### src/rtl/fifo_rd_stream_ctrl_pkg.sv
// fifo_pkg: shared occupancy encoding and default word width for the FIFO read-side drain path
package fifo_pkg;

   localparam int DATA_WIDTH_DEF = 8;

   typedef enum logic [1:0] {
      CNT_EMPTY = 2'd0,
      CNT_ONE   = 2'd1,
      CNT_FULL  = 2'd2
   } occ_t;

endpackage

### src/rtl/fifo_rd_stream_ctrl_if.sv
// fifo_rd_stream_ctrl_if: valid/ready word stream from the read-side drain controller to its consumer
interface fifo_rd_stream_ctrl_if #(
   parameter int DATA_WIDTH = 8
);

   logic [DATA_WIDTH-1:0] out_data;
   logic                  out_valid;
   logic                  out_ready;

   modport master (
      output out_data,
      output out_valid,
      input  out_ready
   );

   modport slave (
      input  out_data,
      input  out_valid,
      output out_ready
   );

endinterface

### src/rtl/fifo_rd_stream_ctrl_skid_buf.sv
// fifo_rd_skid_buf: 2-entry head/skid output buffer; occupancy is the FSM state, outputs come from registers only
module fifo_rd_skid_buf
   import fifo_pkg::*;
#(
   parameter int DATA_WIDTH = DATA_WIDTH_DEF
) (
   input  logic                  R_CLK,
   input  logic                  R_RST,
   input  logic                  i_push,
   input  logic                  i_ready,
   input  logic                  i_flush,
   input  logic [DATA_WIDTH-1:0] i_data,
   output logic [DATA_WIDTH-1:0] o_data,
   output logic                  o_valid,
   output logic                  o_full
);

   occ_t                  r_cnt;
   occ_t                  w_cnt_nxt;
   logic [DATA_WIDTH-1:0] r_head;
   logic [DATA_WIDTH-1:0] r_skid;
   logic [DATA_WIDTH-1:0] w_head_d;
   logic                  w_push;
   logic                  w_pop;
   logic                  w_ld_head;
   logic                  w_ld_skid;

   // a flush cycle neither accepts nor releases a word; FULL can never accept
   assign w_push = i_push & ~i_flush & (r_cnt != CNT_FULL);
   assign w_pop  = (r_cnt != CNT_EMPTY) & i_ready & ~i_flush;

   // occupancy register, cleared asynchronously so buffered words vanish on reset
   always_ff @(posedge R_CLK or negedge R_RST) begin
      if (!R_RST) r_cnt <= CNT_EMPTY;
      else        r_cnt <= w_cnt_nxt;
   end

   // next occupancy from push/pop, flush forces empty
   always_comb begin
      w_cnt_nxt = r_cnt;
      if (i_flush) w_cnt_nxt = CNT_EMPTY;
      else begin
         case (r_cnt)
            CNT_EMPTY: w_cnt_nxt = w_push ? CNT_ONE : CNT_EMPTY;
            CNT_ONE:   w_cnt_nxt = (w_push & ~w_pop) ? CNT_FULL :
                                   (w_pop & ~w_push) ? CNT_EMPTY : CNT_ONE;
            CNT_FULL:  w_cnt_nxt = w_pop ? CNT_ONE : CNT_FULL;
            default:   w_cnt_nxt = CNT_EMPTY;
         endcase
      end
   end

   // load steering: a push lands in head when the post-pop buffer would be empty, else in skid
   always_comb begin
      w_ld_head = (w_push & ((r_cnt == CNT_EMPTY) | ((r_cnt == CNT_ONE) & w_pop))) |
                  ((r_cnt == CNT_FULL) & w_pop);
      w_ld_skid = w_push & (r_cnt == CNT_ONE) & ~w_pop;
      w_head_d  = (r_cnt == CNT_FULL) ? r_skid : i_data;
   end

   // head/skid word registers
   always_ff @(posedge R_CLK or negedge R_RST) begin
      if (!R_RST) begin
         r_head <= '0;
         r_skid <= '0;
      end else begin
         if (w_ld_head) r_head <= w_head_d;
         if (w_ld_skid) r_skid <= i_data;
      end
   end

   assign o_data  = r_head;
   assign o_valid = (r_cnt != CNT_EMPTY);
   assign o_full  = (r_cnt == CNT_FULL);

endmodule

### src/rtl/fifo_rd_stream_ctrl.sv
// fifo_rd_stream_ctrl: drains the async FIFO read side into a registered valid/ready stream.
// Optional FIFO_RD_WORD_CNT_EN adds a 16-bit popped-word counter output.
module fifo_rd_stream_ctrl
   import fifo_pkg::*;
#(
   parameter int DATA_WIDTH = DATA_WIDTH_DEF
) (
   input  logic                  R_CLK,
   input  logic                  R_RST,
   input  logic                  rd_en,
   input  logic                  flush,
   input  logic                  fifo_empty,
   input  logic [DATA_WIDTH-1:0] fifo_rd_data,
   output logic                  R_inc,
   output logic                  busy,
`ifdef FIFO_RD_WORD_CNT_EN
   output logic [15:0]           word_cnt,
`endif
   fifo_rd_stream_ctrl_if.master strm
);

   logic w_full;
   logic w_valid;

   // read increment never depends on out_ready, so consumer stalls cannot loop back into the pointer logic
   assign R_inc = R_RST & rd_en & ~fifo_empty & ~flush & ~w_full;
   assign busy  = R_RST & (w_valid | (~fifo_empty & rd_en));

   fifo_rd_skid_buf #(
      .DATA_WIDTH (DATA_WIDTH)
   ) u_buf (
      .R_CLK   (R_CLK),
      .R_RST   (R_RST),
      .i_push  (R_inc),
      .i_ready (strm.out_ready),
      .i_flush (flush),
      .i_data  (fifo_rd_data),
      .o_data  (strm.out_data),
      .o_valid (w_valid),
      .o_full  (w_full)
   );

   assign strm.out_valid = w_valid;

`ifdef FIFO_RD_WORD_CNT_EN
   logic [15:0] r_word_cnt;

   // counts accepted words, wrapping naturally; flush takes priority over a same-cycle pop
   always_ff @(posedge R_CLK or negedge R_RST) begin
      if (!R_RST)                        r_word_cnt <= '0;
      else if (flush)                    r_word_cnt <= '0;
      else if (w_valid & strm.out_ready) r_word_cnt <= r_word_cnt + 16'd1;
   end

   assign word_cnt = r_word_cnt;
`endif

endmodule

### src/flat_wrapper.sv
// flat-port wrapper written by rule: the top's interface ports become plain ports
module fifo_rd_stream_ctrl_flat import fifo_pkg::*;
#(
   parameter int DATA_WIDTH = DATA_WIDTH_DEF
)
  (R_CLK, R_RST, rd_en, flush, fifo_empty, fifo_rd_data, R_inc, busy, strm_out_data, strm_out_valid, strm_out_ready);
  fifo_rd_stream_ctrl_if #(.DATA_WIDTH(DATA_WIDTH)) strm_i ();
  input  logic R_CLK;
  input  logic R_RST;
  input  logic rd_en;
  input  logic flush;
  input  logic fifo_empty;
  input  logic [DATA_WIDTH-1:0] fifo_rd_data;
  output logic R_inc;
  output logic busy;
  output wire logic [$bits(strm_i.out_data)-1:0] strm_out_data;
  output wire logic [$bits(strm_i.out_valid)-1:0] strm_out_valid;
  input wire logic [$bits(strm_i.out_ready)-1:0] strm_out_ready;
  assign strm_out_data = strm_i.out_data;
  assign strm_out_valid = strm_i.out_valid;
  assign strm_i.out_ready = strm_out_ready;
  fifo_rd_stream_ctrl #(.DATA_WIDTH(DATA_WIDTH)) u_core (.R_CLK(R_CLK), .R_RST(R_RST), .rd_en(rd_en), .flush(flush), .fifo_empty(fifo_empty), .fifo_rd_data(fifo_rd_data), .R_inc(R_inc), .busy(busy), .strm(strm_i));
endmodule
### config.mk
export PLATFORM = sky130hd
export DESIGN_NAME = fifo_rd_stream_ctrl_flat
export DESIGN_NICKNAME = d
export VERILOG_FILES = /design/src/rtl/fifo_rd_stream_ctrl_pkg.sv /design/src/rtl/fifo_rd_stream_ctrl_if.sv /design/src/rtl/fifo_rd_stream_ctrl_skid_buf.sv /design/src/rtl/fifo_rd_stream_ctrl.sv /design/src/flat_wrapper.sv
export SDC_FILE = /design/constraint.sdc
export NUM_CORES = 1
export LEC_CHECK = 0
export ABC_AREA = 1
export BUFFER_PORTS_ARGS = -buffer_cell sky130_fd_sc_hd__buf_2
export CAP_MARGIN = 10
export CORE_AREA = 2 2 46 48
export DETAILED_ROUTE_END_ITERATION = 8
export DIE_AREA = 0 0 48 50
export GPL_TIMING_DRIVEN = 0
export PLACE_DENSITY = 0.82
export SYNTH_ARGS = -nofsm -noshare
export SYNTH_HDL_FRONTEND = slang
export SYNTH_SLANG_ARGS = --single-unit
### constraint.sdc
create_clock -name R_CLK -period 2.69 [get_ports R_CLK]
set_input_delay 0.269 -clock R_CLK [delete_from_list [all_inputs] [get_ports R_CLK]]
set_output_delay 0.269 -clock R_CLK [all_outputs]
set_load 0.05 [all_outputs]
==> out/results.ini, run 1 <==
[setup_path]
crit_path_max_incr_delay_ns = 0.52
crit_type = input pin to flop
cp-end-kind = flop
crit_cells = 8
cp.required_ns = 2.88
ff2ff_setup_slack_ns = 1.17
critPathLaunch = R_RST
endpoint = u_core.u_buf.r_cnt[0]
worstPathMaxFanout = 20
crit_path_start_kind = input pin
crit_chain = dlygate4sd3_1, buf_2, nand2_1, nor2_4, buf_6, ha_1, a21oi_1, a21oi_2
reg2regPathDepth = 7
cp_num_buf_inv = 3
r2r-start = u_core.u_buf.r_cnt[1]
reg2reg_to = u_core.u_buf.r_cnt[0]
cp_top_family = buffers and inverters
cpMaxStageDelayCell = dlygate4sd3_1
cp.arrival_ns = 2.21

[power]
peakVddDrop_mv = 0.339
power_density_mw_per_mm2 = 596
p_total_mw = 0.693
p_leak_nw = 0.666

[logic_synthesis]
synth_cell_types = 19
ys_ff_latch = 18
yosysSeqAreaShare = 0.468
synth_xor_area_frac = 0
synthAdderAreaFrac = 0.0130
netlist_instances = 124
synth-simple-area-share = 0.423
avgSynthCellArea_um2 = 7.77
syn_nets = 139
yosysWarnings = 0
syn_area_um2 = 963
synth-compound-area-share = 0.0325
muxShareOfSynthArea = 0
synth_top_family_by_area = simple AND/OR/NAND/NOR gates

[clock_network]
insertion_delay_ns = 0.29
cts_made_buffers = 3
holdBufCountCts = 1
clockBufferDepth = 2
cts-root-buf = clkbuf_4
cts-resized-gates = 0
cts_tree = yes
postCtsSetupBuffers = 0
cts_sinks = 18
htree_levels = 1
clk_pin_slew_ns = 0.10

[placed_design]
preCtsSetupSlack_ns = 0.863
place_congestion = 0.768
dp_hpwl_um = 1600
post-place-cells = 175
io_buffers = 24

[floorplanning]
die_h_um = 50
start_util = 0.507
num_rows = 16
dieArea_mm2 = 0.00240
core-area_mm2 = 0.00190
io_pins = 25
fp.dieW_um = 48

[routing]
drtPass1Iterations = 4
vias = 902
drcViolationCount = 0
ant_nets = 0
wl_per_cell_um = 11.9
routed_wl_um = 2140
drtIter0Drc = 29
viasPerCell = 5.01

[final_layout]
final_cells = 180
fillers = 175
area_growth_pct = 20.8
fin_nets = 169
layout.core_utilization = 0.612
antenna_cells = 0
final_layout_size_suffix_gt1_frac = 0.307

[min_path]
hold_depth = 2
min_path_type = input pin to flop

[run]
drv_cap = 0

[sta]
setup_violations = 0
slew_headroom = 0.715
setup_tns_ns = 0
worstMarginPinSlew_ns = 0.428
rsz0062_at_grt = no
finalCritPeriodShare = 0.750
slew_viol_final = 0
hold_violations = 0
timing.fmax_ghz = 0.495
final.setup.worst_slack_ns = 0.672
finalCriticalPeriod_ns = 2.02
skew_ns = 0.00498

[grt]
first_global_vias = 801
grt_pass1_wl_um = 3500
grt_max_degree = 21
antenna_found_initial = 0
globalRouteTotalUtil = 0.204
grt-ovfl-total = 0

[run_status]
outcome = completed

Yosys cell counts:
master | count | area [um^2]
a21oi_1 | 3 | 15.0
a21oi_2 | 1 | 8.76
buf_2 | 1 | 5.00
buf_4 | 1 | 7.51
buf_6 | 2 | 22.5
dfrtp_1 | 18 | 450
ha_1 | 1 | 12.5
inv_1 | 3 | 11.3
inv_2 | 4 | 15.0
nand2_1 | 60 | 225
nand2_2 | 4 | 25.0
nand2_4 | 2 | 22.5
nand3_1 | 8 | 40.0
nand3_2 | 1 | 10.0
nand4_1 | 8 | 50.1
nor2_1 | 3 | 11.3
nor2_2 | 2 | 12.5
nor2_4 | 1 | 11.3
o21a_1 | 1 | 7.51
kinds of logic after synthesis:
kind of cell | count (synthesis)
buffers and inverters | 11
adders and majority gates | 1
AOI/OAI and AO/OA | 5
and+or+nand+nor | 89
DFF | 18
sequential cells by signal, indices dropped and copies added, names as in the netlist:
signal / flops
u_core.u_buf.o_data: 8
u_core.u_buf.r_skid: 8
u_core.u_buf.r_cnt: 2
how the worst min path moves through the flow:
stage	startpoint	end
finish	flush	u_core.u_buf.r_cnt[0]
floorplan	R_RST	u_core.u_buf.o_data[0]
global route	flush	u_core.u_buf.r_cnt[0]
global placement	R_RST	u_core.u_buf.o_data[2]
detailed placement	R_RST	u_core.u_buf.o_data[2]
CTS	flush	u_core.u_buf.r_cnt[0]
report_power, final:
group,total [mW],switching (mW),internal [mW]
Combinational,0.206,0.154,0.0521
Clock,0.165,0.0825,0.0824
Sequential,0.322,0.0175,0.305
worst reg2reg max path, delay by kind of cell (launching register included):
| kind | cells | cell delay (ns) |
|---|---|---|
| fa+ha+maj | 1 | 0.24 |
| compound gates | 2 | 0.24 |
| buf+inv | 1 | 0.17 |
| simple gates | 3 | 0.34 |
| flops | 1 | 0.43 |
metrics by stage:
stage	cell area (um^2)	hold WS, ns
final	1160	0.156
after global routing	1160	0.157
after CTS	1160	0.156
after detailed placement	1120	0.230
after global placement	1120	0.229
after floorplan	963	-0.0266
routing by layer:
layer | share of wire | wire, um | global-route usage
met5 | 0 | 0 | 0
met1 | 0.44 | 944 | 0.263
met2 | 0.49 | 1040 | 0.318
met4 | 0.022 | 46 | 0.0901
met3 | 0.050 | 106 | 0.0403
layout make-up:
cell class              count  area, um^2  area share
plain buffers               4        35.0      0.0301
clock buffers               4        36.3      0.0312
inverters                   7        26.3      0.0226
multi-input cells          95         452       0.388
flip-flops and latches     18         450       0.387
well taps                  27        33.8      0.0290
repair buffers             25         130       0.112
placed cells by master, fill, tap and decap left out, types with 4 or more instances in the layout:
cell type / synthesis / routed
nand2_1: 60 / 60
buf_2: 1 / 25
dfrtp_1: 18 / 18
nand3_1: 8 / 8
nand4_1: 8 / 8
inv_2: 4 / 4
nand2_2: 4 / 4
(Power assumes the default switching activity.)
==> run 2, diff against run 1 <==
--- a/config.mk
+++ b/config.mk
@@ -8,11 +8,11 @@
 export ABC_AREA = 1
 export BUFFER_PORTS_ARGS = -buffer_cell sky130_fd_sc_hd__buf_2
 export CAP_MARGIN = 10
-export CORE_AREA = 2 2 46 48
+export CORE_AREA = 2 2 47 49
 export DETAILED_ROUTE_END_ITERATION = 8
-export DIE_AREA = 0 0 48 50
+export DIE_AREA = 0 0 49 51
 export GPL_TIMING_DRIVEN = 0
-export PLACE_DENSITY = 0.82
+export PLACE_DENSITY = 0.79
 export SYNTH_ARGS = -nofsm -noshare
 export SYNTH_HDL_FRONTEND = slang
 export SYNTH_SLANG_ARGS = --single-unit
==> constraint.sdc (replaced) <==
create_clock -name R_CLK -period 2.1 [get_ports R_CLK]
set_input_delay 0.21 -clock R_CLK [delete_from_list [all_inputs] [get_ports R_CLK]]
set_output_delay 0.21 -clock R_CLK [all_outputs]
set_load 0.05 [all_outputs]
==> out/results.ini, run 2 (same netlist as run 1, synthesis figures left out) <==
[run_status]
outcome = completed

[placed_design]
io_buffers = 24
placed_cell_area_mm2 = 0.00112
dp_hpwl_um = 1490
place_congestion = 0.744
post-place-cells = 176

[floorplanning]
core-area_mm2 = 0.00206
io_pins = 25
num_rows = 17
fp.dieW_um = 49
start_util = 0.467
dieArea_mm2 = 0.00250
die_h_um = 51

[power]
netSwitchingFraction = 0.363
power_switching_mw = 0.320
peakVddDrop_mv = 0.340
p_comb_frac = 0.297
power_density_mw_per_mm2 = 758
p_leak_nw = 0.666
power.share.sequential = 0.467
p_int_mw = 0.562
clockPowerShare = 0.237

[clock_network]
cts_made_buffers = 3
insertion_delay_ns = 0.29
clockBufferDepth = 2
holdBufCountCts = 1
postCtsSetupBuffers = 0
htree_levels = 1
cts-root-buf = clkbuf_4
cts_tree = yes
cts-resized-gates = 0
clk_pin_slew_ns = 0.10
cts_sinks = 18

[grt]
first_global_vias = 821
grt_max_degree = 21
grt_pass1_wl_um = 3420
globalRouteTotalUtil = 0.180
antenna_found_initial = 0
grt-ovfl-total = 0

[setup_path]
cp.arrival_ns = 2.14
crit_chain = dlygate4sd3_1, buf_2, nand2_1, nor2_4, buf_6, ha_1, a21oi_1, a21oi_2
cp_top_family = buffers and inverters
crit_path_max_incr_delay_ns = 0.52
cp-end-kind = flop
cp.required_ns = 2.28
worstPathMaxFanout = 20
cp_num_buf_inv = 3
cpMaxStageDelayCell = dlygate4sd3_1
crit_path_start_kind = input pin
crit_type = input pin to flop

[routing]
routed_wl_um = 2000
vias = 862
drcViolationCount = 0
drtPass1Iterations = 4
wl_per_cell_um = 11.1
drtIter0Drc = 19
ant_nets = 0
viasPerCell = 4.76

[final_layout]
antenna_cells = 0
fin_area_mm2 = 0.00116
most-common-layout-cells = nand2_1, buf_2, dfrtp_1
fin_nets = 169
final_common_cell = nand2_1
final_layout_size_suffix_gt1_frac = 0.307
layout.core_utilization = 0.565
final_cells = 181
area_growth_pct = 20.9

[sta]
rsz0062_at_grt = no
setup_tns_ns = 0
slew_headroom = 0.705
setup_violations = 0
skew_ns = 0.00282
finalCritPeriodShare = 0.933
worstMarginPinSlew_ns = 0.442
timing.fmax_ghz = 0.510
hold_violations = 0
slew_viol_final = 0
finalCriticalPeriod_ns = 1.96

[min_path]
min_path_type = input pin to flop

[run]
drv_cap = 0

[run 2: cell counts in the layout (fill, tap and decap cells not counted)]
No cell type changed its count.
[run 2: metal layers]
layer | track usage | share of wire
met1 | 0.199 | 0.43
met2 | 0.338 | 0.52
met3 | 0.0205 | 0.027
met4 | 0.0952 | 0.012
met5 | 0 | 0
[run 2: path summary, 6_finish.rpt]
path	from	endpoint	slack [ns]	cells past startpoint
max in group asynchronous	R_RST	u_core.u_buf.r_cnt[0]	1.41	2
min reg2reg	u_core.u_buf.r_skid[3]	u_core.u_buf.r_skid[3]	0.48	2
max	R_RST	u_core.u_buf.r_cnt[0]	0.14	8
min in group asynchronous	R_RST	u_core.u_buf.r_skid[0]	0.39	2
min	flush	u_core.u_buf.r_cnt[0]	0.10	2
max reg2reg	u_core.u_buf.r_cnt[0]	u_core.u_buf.r_cnt[0]	0.61	8
[run 2: final cells by class]
type,instances,area (um^2)
plain buffers,4,35.0
clock buffers,4,36.3
fillers,210,898
inverters,7,26.3
multi-input cells,95,452
flip-flops and latches,18,450
well taps,28,35.0
repair buffers,25,130
[run 2: stage by stage]
stage	hold WS (ns)	worst slack, ns	power [mW]
2_1_floorplan	-0.0856	0.546	0.609
3_3_place_gp	0.167	0.384	0.676
3_5_place_dp	0.172	0.357	0.682
4_1_cts	0.0933	0.135	0.893
5_1_grt	0.0943	0.00146	0.932
6_report	0.105	0.141	0.883
[run 2: power by group through the flow]
| stage | combinational, mW | sequential [mW] | clock [mW] |
|---|---|---|---|
| 2_1_floorplan | 0.0748 | 0.534 | 0 |
| 3_3_place_gp | 0.259 | 0.417 | 0 |
| 3_5_place_dp | 0.262 | 0.420 | 0 |
| 4_1_cts | 0.264 | 0.413 | 0.216 |
| 5_1_grt | 0.281 | 0.419 | 0.232 |
| 6_report | 0.262 | 0.412 | 0.209 |
